File: src/rtl/bnn_pkg.sv
// rtl/bnn_pkg.sv - FSM states, popcount width helper and default weight values for the BNN classifier
package bnn_pkg;

  // LATCH shares the IDLE->HIDDEN edge, so it has no state of its own
  typedef enum logic [1:0] {
    S_IDLE,
    S_HIDDEN,
    S_OUTPUT,
    S_DONE
  } bnn_state_t;

  localparam logic W_IH_DEFAULT  = 1'b1;
  localparam logic W_HO0_DEFAULT = 1'b0;
  localparam logic W_HOK_DEFAULT = 1'b1;

  function automatic int popcnt_w(input int n_feat, input int n_hid);
    int m;
    m = (n_feat > n_hid) ? n_feat : n_hid;
    return $clog2(m + 1);
  endfunction

endpackage

File: src/rtl/bnn_classifier_param_if.sv
// rtl/bnn_classifier_param_if.sv - control, feature, weight-load and result signals of the BNN classifier
interface bnn_classifier_param_if #(
  parameter int N_FEAT = 4,
  parameter int FEAT_W = 4,
  parameter int N_HID  = 4,
  parameter int N_CLS  = 2
);
  localparam int CLS_W = $clog2(N_CLS);

  logic                     ena;
  logic                     start;
  logic [N_FEAT*FEAT_W-1:0] feat_in;
  logic                     wl_en;
  logic                     wl_bit;
  logic                     busy;
  logic                     done;
  logic [CLS_W-1:0]         class_idx;
  logic                     class_valid;
  logic [N_HID-1:0]         hidden_act;

  modport master (
    output ena, start, feat_in, wl_en, wl_bit,
    input  busy, done, class_idx, class_valid, hidden_act
  );

  modport slave (
    input  ena, start, feat_in, wl_en, wl_bit,
    output busy, done, class_idx, class_valid, hidden_act
  );
endinterface

File: src/rtl/bnn_xnor_popcount.sv
// rtl/bnn_xnor_popcount.sv - combinational count of agreeing bit positions between two vectors
module bnn_xnor_popcount #(
  parameter int WIDTH = 4,
  parameter int CNT_W = 3
) (
  input  logic [WIDTH-1:0] i_a,
  input  logic [WIDTH-1:0] i_b,
  output logic [CNT_W-1:0] o_cnt
);
  logic [WIDTH-1:0] w_match;

  assign w_match = ~(i_a ^ i_b);

  always_comb begin
    o_cnt = '0;
    for (int i = 0; i < WIDTH; i++) begin
      o_cnt = o_cnt + CNT_W'(w_match[i]);
    end
  end
endmodule

File: src/rtl/bnn_classifier_param.sv
// rtl/bnn_classifier_param.sv - sequential BNN classifier, one neuron per cycle with serial weight chain
// Build option BNN_AUTORUN_EN: relaunch from DONE without waiting for start.
module bnn_classifier_param
  import bnn_pkg::*;
#(
  parameter int N_FEAT = 4,
  parameter int FEAT_W = 4,
  parameter int N_HID  = 4,
  parameter int N_CLS  = 2,
  parameter int HID_TH = 2,
  parameter int BIN_TH = 8
) (
  input logic                   clk,
  input logic                   rst_n,
  bnn_classifier_param_if.slave bus
);
  localparam int L     = N_CLS * N_HID + N_HID * N_FEAT;
  localparam int CNT_W = popcnt_w(N_FEAT, N_HID);
  localparam int IDX_W = $clog2((N_HID > N_CLS) ? N_HID : N_CLS);
  localparam int CLS_W = $clog2(N_CLS);
  localparam logic [L-1:0] DEF_CHAIN = {{(N_HID*N_FEAT){W_IH_DEFAULT}},
                                        {((N_CLS-1)*N_HID){W_HOK_DEFAULT}},
                                        {N_HID{W_HO0_DEFAULT}}};

  bnn_state_t       r_state;
  logic [L-1:0]     r_chain;
  logic [N_FEAT-1:0] r_xb;
  logic [IDX_W-1:0] r_idx;
  logic [N_HID-1:0] r_hid;
  logic [CNT_W-1:0] r_best_score;
  logic [CLS_W-1:0] r_best_idx;
  logic             r_busy;
  logic             r_done;
  logic [CLS_W-1:0] r_class_idx;
  logic             r_class_valid;

  logic [N_FEAT-1:0] w_xb;
  logic [N_FEAT-1:0] w_ih_row;
  logic [N_HID-1:0]  w_ho_row;
  logic [CNT_W-1:0]  w_hid_cnt;
  logic [CNT_W-1:0]  w_out_cnt;
  logic [CNT_W-1:0]  w_win_score;
  logic [CLS_W-1:0]  w_win_idx;
  logic              w_launch;

`ifdef BNN_AUTORUN_EN
  assign w_launch = 1'b1;
`else
  assign w_launch = bus.start;
`endif

  always_comb begin
    w_xb = '0;
    for (int f = 0; f < N_FEAT; f++) begin
      w_xb[f] = (bus.feat_in[f*FEAT_W +: FEAT_W] >= FEAT_W'(BIN_TH));
    end
  end

  // r_idx walks hidden neurons in HIDDEN and classes in OUTPUT
  assign w_ih_row = r_chain[N_CLS*N_HID + int'(r_idx)*N_FEAT +: N_FEAT];
  assign w_ho_row = r_chain[int'(r_idx)*N_HID +: N_HID];

  bnn_xnor_popcount #(.WIDTH(N_FEAT), .CNT_W(CNT_W)) u_hid_pop (
    .i_a   (r_xb),
    .i_b   (w_ih_row),
    .o_cnt (w_hid_cnt)
  );

  bnn_xnor_popcount #(.WIDTH(N_HID), .CNT_W(CNT_W)) u_out_pop (
    .i_a   (r_hid),
    .i_b   (w_ho_row),
    .o_cnt (w_out_cnt)
  );

  // Strictly-greater update keeps the lowest class index on ties
  always_comb begin
    w_win_score = r_best_score;
    w_win_idx   = r_best_idx;
    if (r_idx == '0 || w_out_cnt > r_best_score) begin
      w_win_score = w_out_cnt;
      w_win_idx   = CLS_W'(r_idx);
    end
  end

  always_ff @(posedge clk or negedge rst_n) begin
    if (!rst_n) begin
      r_state       <= S_IDLE;
      r_chain       <= DEF_CHAIN;
      r_xb          <= '0;
      r_idx         <= '0;
      r_hid         <= '0;
      r_best_score  <= '0;
      r_best_idx    <= '0;
      r_busy        <= 1'b0;
      r_done        <= 1'b0;
      r_class_idx   <= '0;
      r_class_valid <= 1'b0;
    end else if (bus.ena) begin
      r_done <= 1'b0;
      case (r_state)
        S_IDLE: begin
          if (bus.wl_en) r_chain <= {r_chain[L-2:0], bus.wl_bit};
          if (w_launch) begin
            r_xb    <= w_xb;
            r_idx   <= '0;
            r_busy  <= 1'b1;
            r_state <= S_HIDDEN;
          end
        end
        S_HIDDEN: begin
          r_hid[r_idx] <= (w_hid_cnt >= CNT_W'(HID_TH));
          if (r_idx == IDX_W'(N_HID - 1)) begin
            r_idx   <= '0;
            r_state <= S_OUTPUT;
          end else begin
            r_idx <= r_idx + 1'b1;
          end
        end
        S_OUTPUT: begin
          r_best_score <= w_win_score;
          r_best_idx   <= w_win_idx;
          if (r_idx == IDX_W'(N_CLS - 1)) begin
            r_class_idx   <= w_win_idx;
            r_class_valid <= 1'b1;
            r_done        <= 1'b1;
            r_busy        <= 1'b0;
            r_idx         <= '0;
            r_state       <= S_DONE;
          end else begin
            r_idx <= r_idx + 1'b1;
          end
        end
        S_DONE: begin
`ifdef BNN_AUTORUN_EN
          r_xb    <= w_xb;
          r_idx   <= '0;
          r_busy  <= 1'b1;
          r_state <= S_HIDDEN;
`else
          r_state <= S_IDLE;
`endif
        end
        default: r_state <= S_IDLE;
      endcase
    end
  end

  assign bus.busy        = r_busy;
  assign bus.done        = r_done;
  assign bus.class_idx   = r_class_idx;
  assign bus.class_valid = r_class_valid;
  assign bus.hidden_act  = r_hid;
endmodule

File: src/flat_wrapper.sv
// flat-port wrapper written by rule: the top's interface ports become plain ports
module bnn_classifier_param_flat import bnn_pkg::*;
#(
  parameter int N_FEAT = 4,
  parameter int FEAT_W = 4,
  parameter int N_HID  = 4,
  parameter int N_CLS  = 2,
  parameter int HID_TH = 2,
  parameter int BIN_TH = 8
)
  (clk, rst_n, bus_ena, bus_start, bus_feat_in, bus_wl_en, bus_wl_bit, bus_busy, bus_done, bus_class_idx, bus_class_valid, bus_hidden_act);
  bnn_classifier_param_if #(.N_FEAT(N_FEAT), .FEAT_W(FEAT_W), .N_HID(N_HID), .N_CLS(N_CLS)) bus_i ();
  input logic clk;
  input logic rst_n;
  input wire logic [$bits(bus_i.ena)-1:0] bus_ena;
  input wire logic [$bits(bus_i.start)-1:0] bus_start;
  input wire logic [$bits(bus_i.feat_in)-1:0] bus_feat_in;
  input wire logic [$bits(bus_i.wl_en)-1:0] bus_wl_en;
  input wire logic [$bits(bus_i.wl_bit)-1:0] bus_wl_bit;
  output wire logic [$bits(bus_i.busy)-1:0] bus_busy;
  output wire logic [$bits(bus_i.done)-1:0] bus_done;
  output wire logic [$bits(bus_i.class_idx)-1:0] bus_class_idx;
  output wire logic [$bits(bus_i.class_valid)-1:0] bus_class_valid;
  output wire logic [$bits(bus_i.hidden_act)-1:0] bus_hidden_act;
  assign bus_i.ena = bus_ena;
  assign bus_i.start = bus_start;
  assign bus_i.feat_in = bus_feat_in;
  assign bus_i.wl_en = bus_wl_en;
  assign bus_i.wl_bit = bus_wl_bit;
  assign bus_busy = bus_i.busy;
  assign bus_done = bus_i.done;
  assign bus_class_idx = bus_i.class_idx;
  assign bus_class_valid = bus_i.class_valid;
  assign bus_hidden_act = bus_i.hidden_act;
  bnn_classifier_param #(.N_FEAT(N_FEAT), .FEAT_W(FEAT_W), .N_HID(N_HID), .N_CLS(N_CLS), .HID_TH(HID_TH), .BIN_TH(BIN_TH)) u_core (.clk(clk), .rst_n(rst_n), .bus(bus_i));
endmodule
File: config.mk
export PLATFORM = sky130hd
export DESIGN_NAME = bnn_classifier_param_flat
export DESIGN_NICKNAME = d
export VERILOG_FILES = /design/src/rtl/bnn_pkg.sv /design/src/rtl/bnn_classifier_param_if.sv /design/src/rtl/bnn_xnor_popcount.sv /design/src/rtl/bnn_classifier_param.sv /design/src/flat_wrapper.sv
export SDC_FILE = /design/constraint.sdc
export NUM_CORES = 1
export LEC_CHECK = 0
export ABC_AREA = 1
export ABC_CLOCK_PERIOD_IN_PS = 2950
export CAP_MARGIN = 20
export CORE_UTILIZATION = 49
export CTS_BUF_LIST = sky130_fd_sc_hd__clkbuf_4 sky130_fd_sc_hd__clkbuf_8 sky130_fd_sc_hd__clkbuf_16
export DETAILED_ROUTE_END_ITERATION = 8
export PLACE_DENSITY = 0.77
export SLEW_MARGIN = 20
export SYNTH_ARGS = -nofsm -noshare
export SYNTH_HDL_FRONTEND = slang
export SYNTH_SLANG_ARGS = --single-unit
export TNS_END_PERCENT = 100
File: constraint.sdc
create_clock -name clk -period 2.95 [get_ports clk]
set_clock_uncertainty 0.1 [all_clocks]
set_input_delay 0.59 -clock clk [delete_from_list [all_inputs] [get_ports clk]]
set_output_delay 0.59 -clock clk [all_outputs]
set_load 0.02 [all_outputs]
==> results.py <==
metrics = {
    "place": {
        "place_congestion": 0.779,
        "placed_cell_area_um2": 2680,
        "dp_hpwl_um": 3280,
        "portBuffers": 17,
    },
    "routing": {
        "via_count": 1831,
        "wl_per_cell_um": 12.9,
        "drt_wl_total_um": 4690,
        "drc": 0,
        "ant_nets": 0,
        "viasPerCell": 5.03,
        "drtIter0Drc": 111,
        "firstDrtPassIters": 4,
    },
    "critical_path": {
        "r2r_cells": 15,
        "worstReg2RegEnd": "u_core.r_best_idx",
        "cp_data_arrival_time_ps": 3230,
        "worstSetupStartpoint": "u_core.r_idx[0]",
        "rr_startpoint": "u_core.r_idx[0]",
        "cp-endpoint": "u_core.r_best_idx",
        "cp_data_required_time_ps": 3040,
        "r2r_slack_ps": -190,
        "crit_fanout": 6,
        "worstSetupEndpointType": "flip-flop",
        "cp-start-kind": "flip-flop",
        "worst-setup-path-type": "flip-flop to flip-flop",
    },
    "sta": {
        "drv_slew": 0,
        "rsz0062_at_grt": "true",
        "setup_slack_ps": -188,
        "finalCriticalPeriod_ps": 3140,
        "fin_crit_sh": 1.06,
        "setup_viol": 5,
        "worst_pin_slew_ps": 494,
        "slew_headroom": 0.670,
        "hold_viol_final": 0,
        "clock.fmax_mhz": 319,
    },
    "floorplanning": {
        "die_area_um2": 5040,
        "core_area_um2": 4470,
        "die_x_um": 71.0,
        "die_y_um": 71.0,
        "start_util": 0.522,
        "placementRows": 24,
        "ios": 30,
    },
    "yosys": {
        "synth_cell_types": 23,
        "synth_nets": 307,
        "async_flop_share": 1.00,
        "yosysWarnings": 0,
        "yosysTopAreaCellShare": 0.257,
        "yosysSeqAreaShare": 0.483,
        "yosysMostFrequentCell": "nand2_1",
        "syn_inst": 270,
        "synth.area.top_cells": "dfrtp_1 26%, dfstp_2 23%, nand2_1 9.7%, o21ai_0 9.0%, ha_1 7.0%",
        "yosysTopAreaCell": "dfrtp_1",
        "synthTopCellsByCount": "60 x nand2_1, 42 x o21ai_0, 36 x inv_1",
        "netlist_area_um2": 2330,
        "synth_seq_cells": 44,
        "synth-edff-count": 0,
        "synthFlopType": "dfrtp_1",
        "postSynthAreaPerCell_um2": 8.64,
    },
    "finish": {
        "n_antenna_cell": 0,
        "layout.nets": 348,
        "fill_cells": 346,
        "drive_gt1_frac": 0.253,
        "regArea_um2": 1130,
        "multiInputGateArea_um2": 1090,
        "area_growth_syn_to_layout_pct": 23.5,
        "final_cell_area_um2": 2880,
    },
    "grt": {
        "antenna_found_initial": 0,
        "grt_pass1_vias": 1814,
        "grt_pass1_wl_um": 7980,
        "grtUsageTotal": 0.208,
        "grt_max_degree": 45,
        "grt-ovfl-total": 0,
    },
    "cts": {
        "cts.htree.levels": 2,
        "cts_root_buffer": "clkbuf_8",
        "clock_latency_ps": 300,
        "clock_path_buffers": 2,
        "cts.clk_slew.worst_paths_ps": 80,
        "tritoncts.num_buffers": 5,
        "cts_tree": "built",
        "clkSinkCount": 44,
    },
    "hold_path": {
        "hold_class": "primary input to async pin",
    },
    "run_status": {
        "status": "finished, violations left",
        "violations": "setup timing",
    },
    "flow_run": {
        "max_cap_viol_count": 0,
    },
}
==> final cells by class <==
class / count / share of cell area
inverter: 37 / 0.0490
timing repair buffer: 42 / 0.128
clock buffer: 6 / 0.0286
sequential: 44 / 0.391
multi-input combinational: 181 / 0.377
tap: 52 / 0.0226
clock inverter: 2 / 0.00347
==> worst min-delay path by stage <==
stage                           start                      to  depth (start not counted)
4_1_cts                         rst_n          u_core.r_xb[1]                          1
6_report                        rst_n    u_core.bus.class_idx                          1
2_1_floorplan                   rst_n         u_core.bus.busy                          0
3_3_place_gp   u_core.bus.class_valid  u_core.bus.class_valid                          1
5_1_grt                         rst_n       u_core.r_state[1]                          1
3_5_place_dp   u_core.r_best_score[1]  u_core.r_best_score[1]                          2
==> state kept, by name, indices dropped and copies added, names as in the netlist <==
signal                  cells
u_core.r_idx                2
u_core.r_best_score         3
u_core.r_state              2
u_core.bus.class_valid      1
u_core.bus.class_idx        1
u_core.r_best_idx           1
u_core.r_chain             24
u_core.bus.done             1
u_core.bus.busy             1
u_core.r_xb                 4
u_core.bus.hidden_act       4
==> per-stage QoR <==
stage	std cells	utilization	hold slack [ps]	setup slack (ps)	TNS [ps]
after detailed placement	349	0.598	364	-241	-1030
after floorplan	270	-	194	7.21	0
after CTS	360	0.629	363	-104	-372
after global routing	364	0.644	76.7	-335	-1600
final	364	0.644	73.4	-188	-846
after global placement	349	0.598	353	-163	-652
==> routing by layer <==
| metal | GRT usage | part of all wire | up-vias | routed length [um] |
|---|---|---|---|---|
| met2 | 0.342 | 0.48 | 36 | 2260 |
| li1 | - | - | 941 | - |
| met1 | 0.262 | 0.47 | 843 | 2190 |
| met5 | 0 | 0 | - | 0 |
| met4 | 0.100 | 0.023 | 0 | 110 |
| met3 | 0.0456 | 0.028 | 11 | 132 |
==> layout by cell type (no fill, tap or decap), drive strengths merged, types with 13 or more instances in the layout <==
cell type,synthesis,final
dfstp,20,20
nor2,17,17
ha,13,13
o21ai,44,44
a21oi,16,16
nand2,62,62
clkdlybuf4s50,0,16
buf,6,26
inv,37,37
nand3,15,15
dfrtp,24,24
==> critical path, stage by stage (launching register included) <==
cell     delay, ps
dfrtp_2        460
buf_4          150
o21ai_1        210
o21ai_1        100
xor2_1         180
fa_1           550
ha_2           200
ha_4           210
ha_4           270
nand2_2         40
o21ai_2        120
nand2_1         90
nand2_2        120
nand2_4         90
nand2_2         90
o21ai_2         50
==> repair_timing <==
action                     CTS  global route
resized for setup           13             7
hold buffers                 0             0
pin swaps                    7            13
setup endpoints to repair    5             5
buffers inserted             3             3
==> kinds of logic (layout without fill, tap and decap cells) <==
group,count (synthesis),after routing,synth area share
flip-flops,44,44,0.483
adder cells (fa/ha/maj),15,15,0.0869
XOR/XNOR,7,7,0.0263
AO/OA/AOI/OAI,61,61,0.132
buffers and inverters,45,87,0.0847
AND/OR/NAND/NOR,96,96,0.177
multiplexers,2,2,0.00965
Power is not shown: default switching activity piles up to over one toggle a cycle in this logic, so the estimate is an artifact.
==> RTL edit (same settings) <==
`BIN_TH` is set to 8 in 2 places; all go to 6.
--- a/src/rtl/bnn_classifier_param.sv
+++ b/src/rtl/bnn_classifier_param.sv
@@ -10,3 +10,3 @@
   parameter int HID_TH = 2,
-  parameter int BIN_TH = 8
+  parameter int BIN_TH = 6
 ) (
--- a/src/flat_wrapper.sv
+++ b/src/flat_wrapper.sv
@@ -8,3 +8,3 @@
   parameter int HID_TH = 2,
-  parameter int BIN_TH = 8
+  parameter int BIN_TH = 6
 )
Behaviour: not the same (a bounded check fails within 4 cycles, from zero or initial values and one cycle with rst_n low).
==> RTL edit against the unedited design <==
The run still ends with setup timing left; worst hold slack gained 270 ps; sequential cell count stayed put; design area up 5.1%; wire length is 0.15% higher; area after synthesis grew 1.1%; worst setup slack gained 180 ps; global-route usage decreased by 0.18 points; final cell count up 1.9%.
Power is left out: the tool's default activity adds up to more than one toggle a clock period on the data nets, which glitch-free logic cannot reach.
==> RTL edit: results (changes against the unedited design) <==
failing checks=setup timing; DP Area=0.002778 sq mm (+3.8%); ClkCell Share=0.03220 (+0.00008664); Final Worst Setup Slack=-10.82 ps (+177.3 ps); post-synthesis mux area share=0.03130 (+0.02165); multi-input gate count=178 (-1.7%); vias in the first global route=1805 (-0.50%); FF-to-FF Start=u_core.r_idx[0]$_DFFE_PN0P_; Fill cells=341 (-1.4%); Synth Net Count=306 (-0.33%); DR iter-0 viols=112 (+0.90%); hold slack final=344.0 ps (+270.6 ps); outcome=complete, but fails checks; Inserted Clock Buffers=5 (unchanged); placed cells=355 (+1.7%); first-pass GRT wire length=8.093 mm (+1.5%); worst r2r dst=u_core.bus.class_idx$_DFFE_PN0P_; worst-margin pin slew=957.9 ps (+464.0 ps); Final setup viols=2 (-3); layout buffering overhead excluding clock cells=0.1482 (+0.02019); multi-input combinational area share=0.3770 (about the same); synth unique cells=27 (+17%); Port Buffers=25 (+8); Non-clk invs=39 (+5.4%); HPWL after detailed placement=3.386 mm (+3.1%); synth cell count leaders=58 x nand2_1, 37 x inv_1, 24 x dfrtp_1, 21 x o21ai_1, 20 x dfstp_2; layout clock buffer count=8 (+2); Die Width=71.38 um (+0.51%); pre-CTS setup slack=-204.6 ps (+36.14 ps); Gate Count Post-Synth=269 (-0.37%); Final Wtd Congestion=0.7601 (-2.4%); share of layout cells above drive strength 1=0.2821 (+0.02893); gr usage total=0.2063 (-0.001836); Non-CTS buffers=50 (+19%); CP peak stage delay=520 ps (-30 ps); compound-cell area share of the yosys netlist=0.1427 (+0.01027); Via density=5.054 (+0.47%); Total Neg Setup Slack=-12.04 ps (+833.6 ps); Post-Route WL=4.698 mm (+0.15%); routed length per instance=12.66 um (-1.7%); total iterations of the first detailed-routing run=4 (unchanged)
==> RTL edit: changes by cell type in the layout (fill, tap and decap cells not counted), sizes merged <==
cell and delta:
a21oi +4, nor2 -4, mux2 +1, clkinv -2, o21ai -3, nand2 -3, inv +2, clkbuf +2
o211ai +2, clkdlybuf4s50 +8, nand3 -4, mux2i +4
==> RTL edit: worst max path at each step <==
stage,startpoint,endpoint,slack (ps),depth (start not counted)
2_1_floorplan,u_core.r_idx[0]$_DFFE_PN0P_,u_core.r_best_idx$_DFFE_PN0P_,7,17
3_3_place_gp,u_core.r_idx[0]$_DFFE_PN0P_,u_core.r_best_idx$_DFFE_PN0P_,-140,14
3_5_place_dp,u_core.r_idx[0]$_DFFE_PN0P_,u_core.r_best_idx$_DFFE_PN0P_,-200,14
4_1_cts,u_core.r_chain[11]$_DFFE_PN1P_,u_core.r_best_score[1]$_DFFE_PN0P_,-20,15
5_1_grt,u_core.r_idx[0]$_DFFE_PN0P_,u_core.r_best_score[1]$_DFFE_PN0P_,-180,16
6_report,u_core.r_idx[0]$_DFFE_PN0P_,u_core.bus.class_idx$_DFFE_PN0P_,-10,15
==> RTL edit: what timing repair did <==
item | CTS | global route
pin swaps | 9 | 7
resized for setup | 24 | 8
setup endpoints to repair | 5 | 5
hold endpoints to repair | 0 | 0
setup buffers | 6 | 2
==> RTL edit: layer usage <==
metal / vias up / global-route usage / routed length [um]
li1: 962 / - / -
met1: 879 / 0.2745 / 2282
met2: 29 / 0.3323 / 2244
met3: 5 / 0.04219 / 112
met4: 0 / 0.08222 / 59
met5: - / 0 / 0
